--- src/rtl/obj_res_arb_if.sv ---
// -----------------------------------------------------------------------------
// obj_res_arb_if
//   AXI-stream style bundle used for the obj_fc result streams and for the
//   merged output of obj_res_arb.
//   Signals:
//     tdata  [DW-1:0]  payload
//     tvalid           producer has a beat
//     tready           consumer takes the beat
//     tlast            end of packet
//     tuser  [UW-1:0]  {sof,eof,sol,eol}, passed through untouched
//     tid    [1:0]     source id (only meaningful on the merged stream)
//   Modports:
//     master  stream producer (drives payload, samples tready)
//     slave   stream consumer (samples payload, drives tready; tid not used)
// -----------------------------------------------------------------------------
interface obj_res_arb_if #(
  parameter int unsigned DW = 16,
  parameter int unsigned UW = 4
);
  logic [DW-1:0] tdata;
  logic          tvalid;
  logic          tready;
  logic          tlast;
  logic [UW-1:0] tuser;
  logic [1:0]    tid;

  modport master (
    output tdata,
    output tvalid,
    output tlast,
    output tuser,
    output tid,
    input  tready
  );

  modport slave (
    input  tdata,
    input  tvalid,
    input  tlast,
    input  tuser,
    output tready
  );
endinterface

--- src/rtl/obj_res_arb.sv ---
// -----------------------------------------------------------------------------
// obj_res_arb
//   Packet-aware arbiter merging the obj_fc result streams (side, shift,
//   angle) into one stream for the host DMA/register path. One source is
//   granted per packet and held until its tlast (or a forced end after
//   MAXLEN beats). Every output beat carries the id of its source.
//
//   Ports:
//     clk, rst        clock, synchronous active-high reset
//     s_side          side stream in   (tid 0)
//     s_shift         shift stream in  (tid 1)
//     s_angle         angle stream in  (tid 2)
//     m_res           merged stream out (tdata/tvalid/tlast/tuser/tid, tready in)
//     reg_cfg         [0] enable, [1] mode (0 round-robin, 1 fixed side>shift>angle),
//                     [2] clear counters/errors (level)
//     reg_cnt         [31:0] side beats, [63:32] shift beats,
//                     [95:64] angle beats, [127:96] packets out
//     reg_sta         [1:0] granted tid (3 = none), [2] busy, [3] output stall
//     reg_err         [0] MAXLEN truncation (sticky), [1] counter wrap (sticky)
// -----------------------------------------------------------------------------
module obj_res_arb #(
  parameter int unsigned DW     = 16,
  parameter int unsigned UW     = 4,
  parameter int unsigned REG_DW = 32,
  parameter int unsigned MAXLEN = 64
) (
  input  logic                  clk,
  input  logic                  rst,
  obj_res_arb_if.slave          s_side,
  obj_res_arb_if.slave          s_shift,
  obj_res_arb_if.slave          s_angle,
  obj_res_arb_if.master         m_res,
  input  logic [REG_DW-1:0]     reg_cfg,
  output logic [REG_DW*4-1:0]   reg_cnt,
  output logic [REG_DW-1:0]     reg_sta,
  output logic [REG_DW-1:0]     reg_err
);

  localparam int unsigned CW       = $clog2(MAXLEN);
  localparam logic [1:0]  TID_NONE = 2'd3;

  typedef enum logic {
    ST_IDLE,
    ST_BUSY
  } state_t;

  state_t      state;
  state_t      state_next;
  logic [1:0]  grant;
  logic [1:0]  grant_next;
  logic [1:0]  rr_ptr;
  logic [1:0]  rr_next;
  logic [1:0]  pick;
  logic        found;

  logic        cfg_en;
  logic        cfg_fixed;
  logic        cfg_clr;
  logic        unused_cfg;

  logic [2:0]  req_valid;

  logic          g_valid;
  logic [DW-1:0] g_data;
  logic [UW-1:0] g_user;
  logic          g_last;

  logic          out_valid;
  logic [DW-1:0] out_data;
  logic [UW-1:0] out_user;
  logic          out_last;
  logic [1:0]    out_tid;

  logic          busy;
  logic          out_free;
  logic          accept;
  logic          beat_cap;
  logic          pkt_end;
  logic          trunc;
  logic [CW-1:0] beat_cnt;

  logic [REG_DW-1:0] cnt [4];
  logic [3:0]        inc;
  logic              err_trunc;
  logic              err_wrap;

  assign cfg_en     = reg_cfg[0];
  assign cfg_fixed  = reg_cfg[1];
  assign cfg_clr    = reg_cfg[2];
  assign unused_cfg = ^reg_cfg[REG_DW-1:3];

  assign req_valid = {s_angle.tvalid, s_shift.tvalid, s_side.tvalid};

  // Payload of the currently granted source.
  always_comb begin
    g_valid = 1'b0;
    g_data  = '0;
    g_user  = '0;
    g_last  = 1'b0;
    case (grant)
      2'd0: begin
        g_valid = s_side.tvalid;
        g_data  = s_side.tdata;
        g_user  = s_side.tuser;
        g_last  = s_side.tlast;
      end
      2'd1: begin
        g_valid = s_shift.tvalid;
        g_data  = s_shift.tdata;
        g_user  = s_shift.tuser;
        g_last  = s_shift.tlast;
      end
      2'd2: begin
        g_valid = s_angle.tvalid;
        g_data  = s_angle.tdata;
        g_user  = s_angle.tuser;
        g_last  = s_angle.tlast;
      end
      default: ;
    endcase
  end

  assign busy     = (state == ST_BUSY);
  // The single output stage can take a beat when empty or draining this cycle.
  assign out_free = ~out_valid | m_res.tready;
  assign accept   = busy & g_valid & out_free;
  assign beat_cap = (beat_cnt == CW'(MAXLEN - 1));
  assign pkt_end  = accept & (g_last | beat_cap);
  assign trunc    = accept & ~g_last & beat_cap;

  assign s_side.tready  = busy & (grant == 2'd0) & out_free;
  assign s_shift.tready = busy & (grant == 2'd1) & out_free;
  assign s_angle.tready = busy & (grant == 2'd2) & out_free;

  // Requester selection: fixed mode scans 0,1,2; round-robin scans starting
  // one past the last granted source.
  always_comb begin
    logic [1:0] idx;
    pick  = TID_NONE;
    found = 1'b0;
    idx   = '0;
    for (int unsigned i = 0; i < 3; i++) begin
      idx = cfg_fixed ? 2'(i) : 2'((32'(rr_ptr) + i + 32'd1) % 32'd3);
      if (!found && req_valid[idx]) begin
        pick  = idx;
        found = 1'b1;
      end
    end
  end

  always_ff @(posedge clk) begin
    if (rst) begin
      state  <= ST_IDLE;
      grant  <= TID_NONE;
      rr_ptr <= 2'd2;
    end else begin
      state  <= state_next;
      grant  <= grant_next;
      rr_ptr <= rr_next;
    end
  end

  always_comb begin
    state_next = state;
    grant_next = grant;
    rr_next    = rr_ptr;
    case (state)
      ST_IDLE: begin
        if (cfg_en && found) begin
          grant_next = pick;
          state_next = ST_BUSY;
        end
      end
      ST_BUSY: begin
        // Enable is not consulted here: an open packet always completes.
        if (pkt_end) begin
          grant_next = TID_NONE;
          rr_next    = grant;
          state_next = ST_IDLE;
        end
      end
      default: begin
        state_next = ST_IDLE;
        grant_next = TID_NONE;
      end
    endcase
  end

  // Output register stage and per-packet beat counter.
  always_ff @(posedge clk) begin
    if (rst) begin
      out_valid <= 1'b0;
      out_data  <= '0;
      out_user  <= '0;
      out_last  <= 1'b0;
      out_tid   <= '0;
      beat_cnt  <= '0;
    end else begin
      if (accept) begin
        out_valid <= 1'b1;
        out_data  <= g_data;
        out_user  <= g_user;
        out_last  <= g_last | beat_cap;
        out_tid   <= grant;
        beat_cnt  <= pkt_end ? '0 : beat_cnt + 1'b1;
      end else if (m_res.tready) begin
        out_valid <= 1'b0;
      end
    end
  end

  assign m_res.tvalid = out_valid;
  assign m_res.tdata  = out_data;
  assign m_res.tuser  = out_user;
  assign m_res.tlast  = out_last;
  assign m_res.tid    = out_tid;

  assign inc[0] = accept & (grant == 2'd0);
  assign inc[1] = accept & (grant == 2'd1);
  assign inc[2] = accept & (grant == 2'd2);
  assign inc[3] = out_valid & m_res.tready & out_last;

  // Statistics; clear only touches these, never the data path.
  always_ff @(posedge clk) begin
    if (rst || cfg_clr) begin
      for (int unsigned i = 0; i < 4; i++) cnt[i] <= '0;
      err_trunc <= 1'b0;
      err_wrap  <= 1'b0;
    end else begin
      for (int unsigned i = 0; i < 4; i++) begin
        if (inc[i]) begin
          cnt[i] <= cnt[i] + 1'b1;
          if (&cnt[i]) err_wrap <= 1'b1;
        end
      end
      if (trunc) err_trunc <= 1'b1;
    end
  end

  assign reg_cnt = {cnt[3], cnt[2], cnt[1], cnt[0]};
  assign reg_sta = {{(REG_DW-4){1'b0}}, out_valid & ~m_res.tready, busy, grant};
  assign reg_err = {{(REG_DW-2){1'b0}}, err_wrap, err_trunc};

endmodule
--- src/flat_wrapper.sv ---
// flat-port wrapper written by rule: the top's interface ports become plain ports
module obj_res_arb_flat 
#(
  parameter int unsigned DW     = 16,
  parameter int unsigned UW     = 4,
  parameter int unsigned REG_DW = 32,
  parameter int unsigned MAXLEN = 64
)
  (clk, rst, reg_cfg, reg_cnt, reg_sta, reg_err, s_side_tdata, s_side_tvalid, s_side_tlast, s_side_tuser, s_side_tready, s_shift_tdata, s_shift_tvalid, s_shift_tlast, s_shift_tuser, s_shift_tready, s_angle_tdata, s_angle_tvalid, s_angle_tlast, s_angle_tuser, s_angle_tready, m_res_tdata, m_res_tvalid, m_res_tlast, m_res_tuser, m_res_tid, m_res_tready);
  obj_res_arb_if #(.DW(DW), .UW(UW)) s_side_i ();
  obj_res_arb_if #(.DW(DW), .UW(UW)) s_shift_i ();
  obj_res_arb_if #(.DW(DW), .UW(UW)) s_angle_i ();
  obj_res_arb_if #(.DW(DW), .UW(UW)) m_res_i ();
  input  logic clk;
  input  logic rst;
  input  logic [REG_DW-1:0] reg_cfg;
  output logic [REG_DW*4-1:0] reg_cnt;
  output logic [REG_DW-1:0] reg_sta;
  output logic [REG_DW-1:0] reg_err;
  input wire logic [$bits(s_side_i.tdata)-1:0] s_side_tdata;
  input wire logic [$bits(s_side_i.tvalid)-1:0] s_side_tvalid;
  input wire logic [$bits(s_side_i.tlast)-1:0] s_side_tlast;
  input wire logic [$bits(s_side_i.tuser)-1:0] s_side_tuser;
  output wire logic [$bits(s_side_i.tready)-1:0] s_side_tready;
  input wire logic [$bits(s_shift_i.tdata)-1:0] s_shift_tdata;
  input wire logic [$bits(s_shift_i.tvalid)-1:0] s_shift_tvalid;
  input wire logic [$bits(s_shift_i.tlast)-1:0] s_shift_tlast;
  input wire logic [$bits(s_shift_i.tuser)-1:0] s_shift_tuser;
  output wire logic [$bits(s_shift_i.tready)-1:0] s_shift_tready;
  input wire logic [$bits(s_angle_i.tdata)-1:0] s_angle_tdata;
  input wire logic [$bits(s_angle_i.tvalid)-1:0] s_angle_tvalid;
  input wire logic [$bits(s_angle_i.tlast)-1:0] s_angle_tlast;
  input wire logic [$bits(s_angle_i.tuser)-1:0] s_angle_tuser;
  output wire logic [$bits(s_angle_i.tready)-1:0] s_angle_tready;
  output wire logic [$bits(m_res_i.tdata)-1:0] m_res_tdata;
  output wire logic [$bits(m_res_i.tvalid)-1:0] m_res_tvalid;
  output wire logic [$bits(m_res_i.tlast)-1:0] m_res_tlast;
  output wire logic [$bits(m_res_i.tuser)-1:0] m_res_tuser;
  output wire logic [$bits(m_res_i.tid)-1:0] m_res_tid;
  input wire logic [$bits(m_res_i.tready)-1:0] m_res_tready;
  assign s_side_i.tdata = s_side_tdata;
  assign s_side_i.tvalid = s_side_tvalid;
  assign s_side_i.tlast = s_side_tlast;
  assign s_side_i.tuser = s_side_tuser;
  assign s_side_tready = s_side_i.tready;
  assign s_shift_i.tdata = s_shift_tdata;
  assign s_shift_i.tvalid = s_shift_tvalid;
  assign s_shift_i.tlast = s_shift_tlast;
  assign s_shift_i.tuser = s_shift_tuser;
  assign s_shift_tready = s_shift_i.tready;
  assign s_angle_i.tdata = s_angle_tdata;
  assign s_angle_i.tvalid = s_angle_tvalid;
  assign s_angle_i.tlast = s_angle_tlast;
  assign s_angle_i.tuser = s_angle_tuser;
  assign s_angle_tready = s_angle_i.tready;
  assign m_res_tdata = m_res_i.tdata;
  assign m_res_tvalid = m_res_i.tvalid;
  assign m_res_tlast = m_res_i.tlast;
  assign m_res_tuser = m_res_i.tuser;
  assign m_res_tid = m_res_i.tid;
  assign m_res_i.tready = m_res_tready;
  obj_res_arb #(.DW(DW), .UW(UW), .REG_DW(REG_DW), .MAXLEN(MAXLEN)) u_core (.clk(clk), .rst(rst), .s_side(s_side_i), .s_shift(s_shift_i), .s_angle(s_angle_i), .m_res(m_res_i), .reg_cfg(reg_cfg), .reg_cnt(reg_cnt), .reg_sta(reg_sta), .reg_err(reg_err));
endmodule
--- config.mk ---
export PLATFORM = sky130hd
export DESIGN_NAME = obj_res_arb_flat
export DESIGN_NICKNAME = d
export VERILOG_FILES = /design/src/rtl/obj_res_arb_if.sv /design/src/rtl/obj_res_arb.sv /design/src/flat_wrapper.sv
export SDC_FILE = /design/constraint.sdc
export NUM_CORES = 1
export LEC_CHECK = 0
export CAP_MARGIN = 20
export CORE_MARGIN = 2
export CORE_UTILIZATION = 50
export DETAILED_ROUTE_END_ITERATION = 10
export GPL_TIMING_DRIVEN = 1
export PLACE_DENSITY = 0.85
export SETUP_SLACK_MARGIN = 0.4
export SLEW_MARGIN = 20
export SYNTH_ARGS = -nofsm -noshare
export SYNTH_HDL_FRONTEND = slang
export SYNTH_SLANG_ARGS = --single-unit
--- constraint.sdc ---
create_clock -name clk -period 6.9 [get_ports clk]
set_input_delay 1.38 -clock clk [delete_from_list [all_inputs] [get_ports clk]]
set_output_delay 1.38 -clock clk [all_outputs]
set_load 0.005 [all_outputs]
Yosys cells after proc, flatten, opt, wreduce, memory -nomap -nowiden
Memory sizes are Yosys's and may differ from the RTL's.
Cells that the tools add are included.
- flip-flop bits (word level): 37
- RAM bits: 128
- logic and storage cells: 127
- memories: 1
- add/sub/neg operators: 9
- div/mod/pow operators: 3
- order comparisons: 3
- eq/ne operators: 5
- multiplexer cells: 54
- bitwise logic cells: 27
- reduce and logical (&&, ||, !) cells: 14
- memory list (name ; depth ; bits a word ; rd ports ; clocked after memory_dff ; write ports ; RTL line ; source):
    u_core.cnt ; 4 ; 32 ; 4 ; 0 ; 4 ; obj_res_arb.sv:82 ; logic [REG_DW-1:0] cnt [4];
- operators with widths (kind ; number):
    32-bit by 1-bit adder with 32-bit output (second input constant) ; 6
    32-bit two-way mux ; 4
    32-bit AND reduction ; 4
    32-bit by 2-bit remainder unit with 32-bit output (second input constant) ; 3
    16-bit one-hot mux with 3 select lines ; 1
    1-bit two-way mux ; 32
    1-bit AND ; 17
    2-bit two-way mux ; 8
    4-bit one-hot mux with 3 select lines ; 1
    2-bit by 3-bit less-than comparator with 1-bit output (second input constant) ; 3
    6-bit by 1-bit adder with 6-bit output (second input constant) ; 1
    1-bit binary-select mux with 2-bit select ; 3
    6-bit equality test (second input constant) ; 1
    6-bit two-way mux ; 1
    1-bit OR ; 6
    1-bit one-hot mux with 3 select lines ; 2
    1-bit inverter ; 4
    2-bit one-hot mux with 2 select lines ; 1
    2-bit AND reduction ; 2
    2-bit by 1-bit adder with 3-bit output (second input constant) ; 1
    2-bit by 2-bit adder with 3-bit output (second input constant) ; 1
    1-bit logical AND ; 3
    2-bit by 1-bit equality test with 1-bit output (second input constant) ; 1
    2-bit equality test (second input constant) ; 1
    7 further kinds ; 8

Depth between registers and ports, before layout
Gate-level depths: netlist (run 1).
- depth in word-level cells: 15
- mapped depth: 9
- gate-level depth less buffers: 7

Least setup slack after synthesis (run 1)
No wires, ideal clock.
- path type: input to register
- from: input port m_res_tready
- to: memory u_core.cnt[2][0], enable pin
- data arrival time: 3.088 ns
- setup slack: 3.423 ns
- stages on the path: 7
- cell sequence: nor2b_1 nor2_1 and2_1 buf_2 buf_2 nand2_1 nand2_1
- RTL lines (element ; RTL line ; source):
    start, declared ; flat_wrapper.sv:40 ; input wire logic [$bits(m_res_i.tready)-1:0] m_res_tready;
    end, declared ; obj_res_arb.sv:82 ;

Worst setup path after layout (run 1)
- from: input port m_res_tready
- to: output port s_angle_tready
- longest elaborated chain between the ends: 2
- ends and longest elaborated chain (element ; RTL line ; source):
    1-bit OR ; obj_res_arb.sv:125 ; assign out_free = ~out_valid | m_res.tready;
    1-bit AND ; obj_res_arb.sv:133 ; assign s_angle.tready = busy & (grant == 2'd2) & out_free;
    end, declared ; flat_wrapper.sv:34 ; output wire logic [$bits(s_angle_i.tready)-1:0] s_angle_tready;
No other way between the ends.

==> impl_metrics.yaml, run 1 <==
cells_and_area:
  final_common_cell: "clkdlybuf4s50_1"
  synthToLayoutAreaGrowth_pct: 30.2
  mostFrequentLayoutCells: "232 x clkdlybuf4s50_1, 163 x nor2_1, 128 x edfxtp_1"
  finalNetCount: 1287
  stdcell_area_sq_um: 12300
  layout-drive-gt1-share: 0.0596
  n_antenna_cell: 0
worst_setup_path:
  critPathCapture: "s_angle_tready"
  critPathMaxFanout: 6
  reg2regPathDepth: 7
  cp.arrival_ns: 3.01
  endpoint_kind: "output port"
  timing.rr.end: "u_core.cnt[2][5]"
  crit_path_start: "m_res_tready"
  required_ns: 5.52
  timing.rr.start: "u_core.grant[1]"
  crit_type: "input pin to output port"
  reg2reg_slack_ns: 3.90
  worstSetupStartpointType: "input pin"
synthesis:
  syn_avg_cell_area_sq_um: 9.87
  ys_warn_count: 0
  ys.flop_type: "edfxtp_1"
  synth.distinct_cells: 53
  synth-seq-area-share: 0.485
  async_flop_share: 0
  syn-cell-area_sq_um: 9450
  ys_ff_latch: 165
  synth_enable_flop_cells: 128
  postSynthCellCount: 957
cts:
  cts_tree: "yes"
  cts_resized: 0
  cts.clk_slew.worst_paths_ns: 0.07
  cts-htree-levels: 4
  cts_made_buffers: 17
  clkSinkCount: 165
  insertion_delay_ns: 0.42
  cts_hold_buf: 0
  cts_setup_buffers: 0
  cts-root-buf: "clkbuf_16"
  clk_path_buf_depth: 2
pwr:
  clockPowerShare: 0.393
  netSwitchingPower_mw: 0.572
  p_leak_nw: 4.33
  switching_share: 0.244
  p_int_mw: 1.77
  vdd_ir_drop_max_uv: 167
  power_density_nw_per_um2: 190
  p_seq_frac: 0.496
  total_power_mw: 2.34
  pwr-share-comb: 0.112
drt:
  via_count: 7864
  drt-total-wl_um: 23500
  wl_per_cell_um: 16.5
  drc: 0
  drtIter0Drc: 524
  vias_per_cell: 5.51
  antenna_left: 0
  first_pass_iters: 5
timing:
  rsz0062_at_grt: "false"
  timing.hold.ws_ns: 0.452
  finalHoldViolations: 0
  setup_tns_ns: 0
  setup_viol: 0
  layout_min_cycle_time_ns: 4.39
  slew_headroom: 0.294
  max_freq_ghz: 0.228
  period_share: 0.636
  clock_skew_ns: 0.0115
  setup_slack_ns: 2.51
  worstMarginPinSlew_ns: 1.06
  drv_slew: 0
global_route:
  grt_max_degree: 35
  grt_pass1_vias: 7402
  antenna_found_initial: 0
  grt_first_pass_wirelength_um: 37900
  grt_use_total: 0.234
  overflow: 0
floorplanning:
  initial_core_util: 0.507
  core_sq_um: 18600
  rows: 50
  die_h_um: 141
  io_pins: 320
  die_x_um: 141
  dieArea_sq_um: 20000
outcome:
  status: "finished clean"
placement:
  hpwlAfterDp_um: 16900
  gp_congestion: 0.852
  place_area_sq_um: 11700
  dp_slack_ns: 2.51
  portBuffers: 232
job:
  cap_violations: 0
min_path:
  hp-class: "flip-flop to flip-flop"
cells by family after synthesis:
family / synth area share
simple gates: 0.250
flops: 0.485
xor+xnor: 0.107
buf+inv: 0.0741
compound gates: 0.0473
mux: 0.0273
fa+ha+maj: 0.00927
other cells: 0.000397
worst max-delay path, stage by stage:
cell and delay, ns:
clkdlybuf4s50_1 0.43, nor2b_1 0.37, nand2b_1 0.28, nor3_1 0.07, clkdlybuf4s50_1 0.47
worst min-delay path by stage:
stage,from,end,slack (ns),cells after the start
detailed placement,u_core.m_res.tdata[9],u_core.m_res.tdata[9],0.45,2
floorplan,u_core.err_trunc,u_core.err_trunc,0.44,2
CTS,u_core.m_res.tdata[9],u_core.m_res.tdata[9],0.46,2
global placement,u_core.m_res.tdata[9],u_core.m_res.tdata[9],0.44,2
global route,u_core.m_res.tid[0],u_core.m_res.tid[0],0.47,2
finish,u_core.m_res.tdata[9],u_core.m_res.tdata[9],0.45,2
synth_stat cells (all sizes together), types with 3 or more instances:
library cell / instances / share of area
nor4: 14 / 0.015
mux2: 14 / 0.017
a221oi: 15 / 0.014
or4: 4 / 0.0036
mux2i: 10 / 0.011
inv: 16 / 0.0064
nor2b: 3 / 0.0020
dfxtp: 37 / 0.078
edfxtp: 128 / 0.41
and4: 13 / 0.012
xnor2: 42 / 0.039
buf: 81 / 0.061
nand3b: 3 / 0.0024
o211ai: 4 / 0.0032
or4bb: 3 / 0.0036
or3: 9 / 0.0060
and3: 21 / 0.014
nand3: 49 / 0.026
clkbuf: 16 / 0.0065
a31oi: 3 / 0.0020
nor3: 30 / 0.016
a21oi: 18 / 0.0095
nand4: 51 / 0.034
and2: 14 / 0.0093
o21ai: 16 / 0.0085
xor2: 73 / 0.068
nor2: 163 / 0.065
nand2: 79 / 0.032
ha: 7 / 0.0093
nand2b: 3 / 0.0020
through the flow:
step	util	instances
6_report	0.660	1426
5_1_grt	0.660	1426
4_1_cts	0.660	1426
3_5_place_dp	0.630	1394
3_3_place_gp	0.629	1394
2_1_floorplan	-	1014
layout make-up:
class,instances,area [sq um]
Clock buffer,19,443
Clock inverter,13,120
Fill cell,1499,6340
Inverter,17,63.8
Multi-Input combinational cell,735,4400
Sequential cell,165,4580
Tap cell,234,293
Timing Repair Buffer,243,2400
metal layers:
metal / track usage / vias up / wire [um]
met5: 0 / - / 0
met4: 0.0700 / 0 / 486
met3: 0.0624 / 32 / 1820
met2: 0.395 / 327 / 11700
met1: 0.297 / 3765 / 9540
li1: - / 3740 / -
sequential cells by signal, summed over array words and instances, names as in the netlist:
| name | flops |
|---|---|
| u_core.m_res.tid | 2 |
| u_core.err_trunc | 1 |
| u_core.m_res.tdata | 16 |
| u_core.err_wrap | 1 |
| u_core.cnt | 128 |
| u_core.grant | 2 |
| u_core.busy | 1 |
| u_core.m_res.tlast | 1 |
| u_core.rr_ptr | 2 |
| u_core.m_res.tvalid | 1 |
| u_core.beat_cnt | 6 |
| u_core.m_res.tuser | 4 |
power by group through the flow:
stage | logic (mW) | clock network (mW) | registers [mW]
floorplan | 0.131 | 0 | 1.17
global placement | 0.255 | 0 | 1.18
detailed placement | 0.260 | 0 | 1.18
CTS | 0.261 | 0.933 | 1.16
global route | 0.283 | 0.977 | 1.17
finish | 0.261 | 0.919 | 1.16
Power figures use the tool's default switching activity.
==> run 2, diff against run 1 <==
- CORE_UTILIZATION: 50 -> 47
- PLACE_DENSITY: 0.85 -> 0.8
- clock period: 6.9 -> 4.43 ns (I/O delays scaled with it)
==> run 2 against run 1 <==
Net effect: sequential share of layout area fell by 0.12 points; clock skew shrank 0.0024 ns; design area rose by 0.34%; worst setup slack got worse by 1.5 ns; sequential cell count unchanged; critical endpoint is now s_side_tready; critical path type unchanged; non-clock buffer count rose by 2.
==> impl_metrics.yaml, run 2 (synthesis gave the netlist of run 1 again) <==
outcome:
  status: "finished clean"
worst_setup_path:
  reg2reg_slack_ns: 1.64
  crit_top_cell: "clkdlybuf4s50_1"
  critPathTopFamily: "buffers and inverters"
  critPathMaxFanout: 6
  reg2regPathDepth: 6
  critPathMaxStageDelay_ns: 0.50
  crit_buf_inv: 2
  path_cells: "clkdlybuf4s50_1, nor2b_1, nand2b_1, nor3_1, clkdlybuf4s50_1"
  cp.arrival_ns: 2.50
  timing.rr.start: "u_core.grant[1]"
  crit_type: "input pin to output port"
  timing.rr.end: "u_core.cnt[2][31]"
  slowest_stage: "clkdlybuf4s50_1"
  required_ns: 3.54
  endpoint_kind: "output port"
  worstSetupStartpointType: "input pin"
timing:
  drv_slew: 0
  setup_tns_ns: 0
  period_share: 0.764
  finalHoldViolations: 0
  worstMarginPinSlew_ns: 0.994
  setup_viol: 0
  rsz0062_at_grt: "false"
  slew_headroom: 0.332
  layout_min_cycle_time_ns: 3.38
  max_freq_ghz: 0.296
  setup_slack_ns: 1.05
  clock_skew_ns: 0.00907
job:
  cap_violations: 0
cts:
  cts_setup_buffers: 0
  cts_resized: 0
  cts.clk_slew.worst_paths_ns: 0.06
  cts_tree: "yes"
  insertion_delay_ns: 0.42
  cts-htree-levels: 4
  cts_made_buffers: 17
  cts-root-buf: "clkbuf_16"
  clk_path_buf_depth: 2
  cts_hold_buf: 0
  clkSinkCount: 165
min_path:
  holdPathEnd: "u_core.m_res.tid[0]"
  hp-class: "flip-flop to flip-flop"
  min-delay-start: "u_core.m_res.tid[0]"
  whs_path_depth: 2
global_route:
  grt_use_total: 0.220
  grt_first_pass_wirelength_um: 38200
  grt_max_degree: 33
  antenna_found_initial: 0
  overflow: 0
  grt_pass1_vias: 7454
drt:
  wl_per_cell_um: 16.4
  vias_per_cell: 5.34
  drtIter0Drc: 489
  drc: 0
  antenna_left: 0
  first_pass_iters: 5
  drt-total-wl_um: 23900
  via_count: 7788
cells_and_area:
  final_common_cell: "clkdlybuf4s50_1"
  layout-drive-gt1-share: 0.0620
  nFillCells: 1592
  largest-register: "u_core.cnt"
  largest_reg_flops: 128
  finalNetCount: 1289
  synthToLayoutAreaGrowth_pct: 30.6
  mostFrequentLayoutCells: "232 x clkdlybuf4s50_1, 163 x nor2_1, 128 x edfxtp_1"
  n_antenna_cell: 0
floorplanning:
  core_sq_um: 19600
  initial_core_util: 0.482
  rows: 51
  die_h_um: 146
  dieArea_sq_um: 21300
  die_x_um: 146
  io_pins: 320
pwr:
  power_density_nw_per_um2: 292
  vdd_ir_drop_max_uv: 243
  p_leak_nw: 4.34
  total_power_mw: 3.60
placement:
  portBuffers: 232
  gp_congestion: 0.855
  dp_slack_ns: 1.08
  hpwlAfterDp_um: 17200
[run 2: worst max-delay path by stage]
stage                               from                 to  depth (start not counted)
final                       m_res_tready      s_side_tready                          5
after global routing        m_res_tready      s_side_tready                          5
after CTS                   m_res_tready      s_side_tready                          5
after detailed placement  s_shift_tvalid  u_core.cnt[2][13]                          7
after global placement      m_res_tready      s_side_tready                          5
after floorplan             m_res_tready   u_core.cnt[2][0]                          7
[run 2: worst reg2reg max path, delay by kind of cell, from the launching register on]
kind                   cells  cell delay (ns)
AND/OR/NAND/NOR            4             0.97
flip-flops                 1             0.88
buffers and inverters      1             0.37
AO/OA/AOI/OAI              1             0.21
[run 2: final cells by class]
type                       count  area [sq um]  share of cell area
multi-input combinational    735          4400               0.356
clock buffer                  19           453              0.0367
inverter                      17          63.8             0.00517
timing repair buffer         245          2420               0.196
tap                          265           332              0.0269
clock inverter                13          97.6             0.00791
sequential                   165          4580               0.371
[run 2: per-layer routing]
layer,vias up,wire [um],track usage
li1,3740,-,-
met1,3712,9640,0.269
met2,305,12000,0.378
met3,31,1730,0.0583
met4,0,477,0.0760
met5,-,0,0
[run 2: stage by stage]
stage	instance area (sq um)	instances	hold WS [ns]	utilization
final	12300	1459	0.453	0.630
after global routing	12300	1459	0.475	0.630
after CTS	12300	1459	0.458	0.630
after detailed placement	11800	1427	0.449	0.602
after global placement	11800	1427	0.442	0.602
after floorplan	9660	1014	0.438	-
[run 2: where the power goes]
| group | total, mW | switching (mW) | internal [mW] |
|---|---|---|---|
| logic | 0.399 | 0.170 | 0.229 |
| clock network | 1.39 | 0.634 | 0.754 |
| registers | 1.81 | 0.0870 | 1.73 |
| total | 3.60 | 0.890 | 2.71 |
==> run 3, diff against run 2 <==
- CORE_UTILIZATION: 47 -> 42
- PLACE_DENSITY: 0.8 -> 0.76
- clock period: 4.43 -> 3 ns (I/O delays scaled with it)
==> run 3 against run 2 <==
Net effect: global-route usage shrank 1.6 points; largest power group unchanged; via count increased by 0.86%; core utilization fell by 5.7 points; first-iteration DRC count is 5.1% lower.
==> impl_metrics.yaml, run 3 (synthesis gave the netlist of run 1 again) <==
outcome:
  status: "finished clean"
placement:
  place_area_sq_um: 12000
  portBuffers: 232
  hpwlAfterDp_um: 18000
  gp_congestion: 0.882
worst_setup_path:
  critPathMaxFanout: 6
  reg2reg_slack_ns: 0.62
  critPathMaxStageDelay_ns: 0.51
  required_ns: 2.40
  cp.arrival_ns: 1.94
  path_cells: "clkdlybuf4s50_1, nor2b_2, buf_12, nand2b_1, nor3_2, dlygate4sd2_1"
  crit_path_start: "m_res_tready"
  endpoint_kind: "output port"
  timing.rr.end: "u_core.beat_cnt[1]"
  slowest_stage: "clkdlybuf4s50_1"
  crit_type: "input pin to output port"
  worstSetupStartpointType: "input pin"
  timing.rr.start: "u_core.grant[0]"
  reg2regPathDepth: 6
drt:
  via_count: 7855
  antenna_left: 0
  first_pass_iters: 4
  drt-total-wl_um: 24500
  vias_per_cell: 5.29
  drc: 0
  wl_per_cell_um: 16.5
  drtIter0Drc: 464
min_path:
  holdPathEnd: "u_core.m_res.tuser[1]"
  whs_path_depth: 2
  hp-class: "flip-flop to flip-flop"
  min-delay-start: "u_core.m_res.tuser[1]"
pwr:
  p_seq_frac: 0.476
  power_density_nw_per_um2: 446
  switching_share: 0.237
  netSwitchingPower_mw: 1.33
  pwr-share-comb: 0.110
  p_leak_nw: 4.46
  p_int_mw: 4.28
  clockPowerShare: 0.414
  vdd_ir_drop_max_uv: 367
cts:
  clkSinkCount: 165
  cts_tree: "yes"
  cts_made_buffers: 17
  insertion_delay_ns: 0.43
  cts-htree-levels: 4
  clk_path_buf_depth: 2
  cts.clk_slew.worst_paths_ns: 0.07
  cts-root-buf: "clkbuf_16"
cells_and_area:
  register_area_sq_um: 4580
  multi_input_area_sq_um: 4410
  final_common_cell: "clkdlybuf4s50_1"
  largest_reg_flops: 128
  n_antenna_cell: 0
  mostFrequentLayoutCells: "229 x clkdlybuf4s50_1, 163 x nor2_1, 128 x edfxtp_1"
  largest-register: "u_core.cnt"
  nFillCells: 1920
  layout-drive-gt1-share: 0.0738
  finalNetCount: 1301
  synthToLayoutAreaGrowth_pct: 33.2
  stdcell_area_sq_um: 12600
global_route:
  grt_use_total: 0.204
  grt_max_degree: 33
  overflow: 0
  grt_pass1_vias: 7450
  antenna_found_initial: 0
  grt_first_pass_wirelength_um: 38600
timing:
  layout_min_cycle_time_ns: 2.54
  drv_slew: 0
  setup_viol: 0
  setup_tns_ns: 0
  rsz0062_at_grt: "false"
  period_share: 0.846
  worstMarginPinSlew_ns: 0.793
  finalHoldViolations: 0
  clock_skew_ns: 0.0111
  slew_headroom: 0.467
  max_freq_ghz: 0.394
floorplanning:
  initial_core_util: 0.430
  io_pins: 320
  die_x_um: 154
  die_h_um: 154
  dieArea_sq_um: 23700
  core_sq_um: 22000
  rows: 54
job:
  cap_violations: 0
## run 3: repair_timing
| item | CTS | global route |
|---|---|---|
| cloned | 0 | 0 |
| pin swaps | 1 | 1 |
| resized for setup | 4 | 3 |
| endpoints found under the setup margin | 3 | 4 |
| setup buffers | 0 | 0 |
| hold buffers | 0 | 0 |
## run 3: cell type report
class	count	area share
Sequential cell	165	0.364
Multi-Input combinational cell	735	0.350
Timing Repair Buffer	257	0.204
Clock buffer	21	0.0374
Tap cell	280	0.0278
Clock inverter	11	0.0116
Inverter	17	0.00507
## run 3: power groups by stage
stage,logic [mW],registers (mW),clock network [mW]
after detailed placement,0.614,2.72,0
after global routing,0.668,2.69,2.44
after global placement,0.606,2.72,0
after CTS,0.617,2.67,2.36
after floorplan,0.301,2.70,0
final,0.616,2.67,2.33
## run 3: metal layers
metal	part of all wire	wire (um)	GRT usage	up-vias
met1	0.41	9990	0.245	3743
met2	0.49	12000	0.344	305
met4	0.023	575	0.0730	0
met5	0	0	0	-
met3	0.080	1960	0.0662	37
li1	-	-	-	3770
## run 3: how the worst max path moves through the flow
stage / end / slack, ns / cells past startpoint
floorplan: u_core.cnt[2][0] / 0.59 / 7
global placement: s_side_tready / 0.12 / 6
detailed placement: s_side_tready / 0.11 / 6
CTS: s_side_tready / 0.41 / 6
global route: s_side_tready / 0.40 / 6
finish: s_side_tready / 0.46 / 6
## run 3: critical path: cells and delay by family
family	cells	cell delay [ns]
buffers and inverters	3	0.91
and+or+nand+nor	3	0.42
## run 3: through the flow
| step | util | instances | power [mW] | hold WS, ns | worst slack [ns] |
|---|---|---|---|---|---|
| floorplan | - | 1014 | 3.00 | 0.438 | 0.591 |
| global placement | 0.545 | 1454 | 3.32 | 0.444 | 0.123 |
| detailed placement | 0.545 | 1454 | 3.33 | 0.450 | 0.114 |
| CTS | 0.573 | 1486 | 5.65 | 0.460 | 0.414 |
| global route | 0.573 | 1486 | 5.80 | 0.479 | 0.401 |
| finish | 0.573 | 1486 | 5.61 | 0.462 | 0.462 |
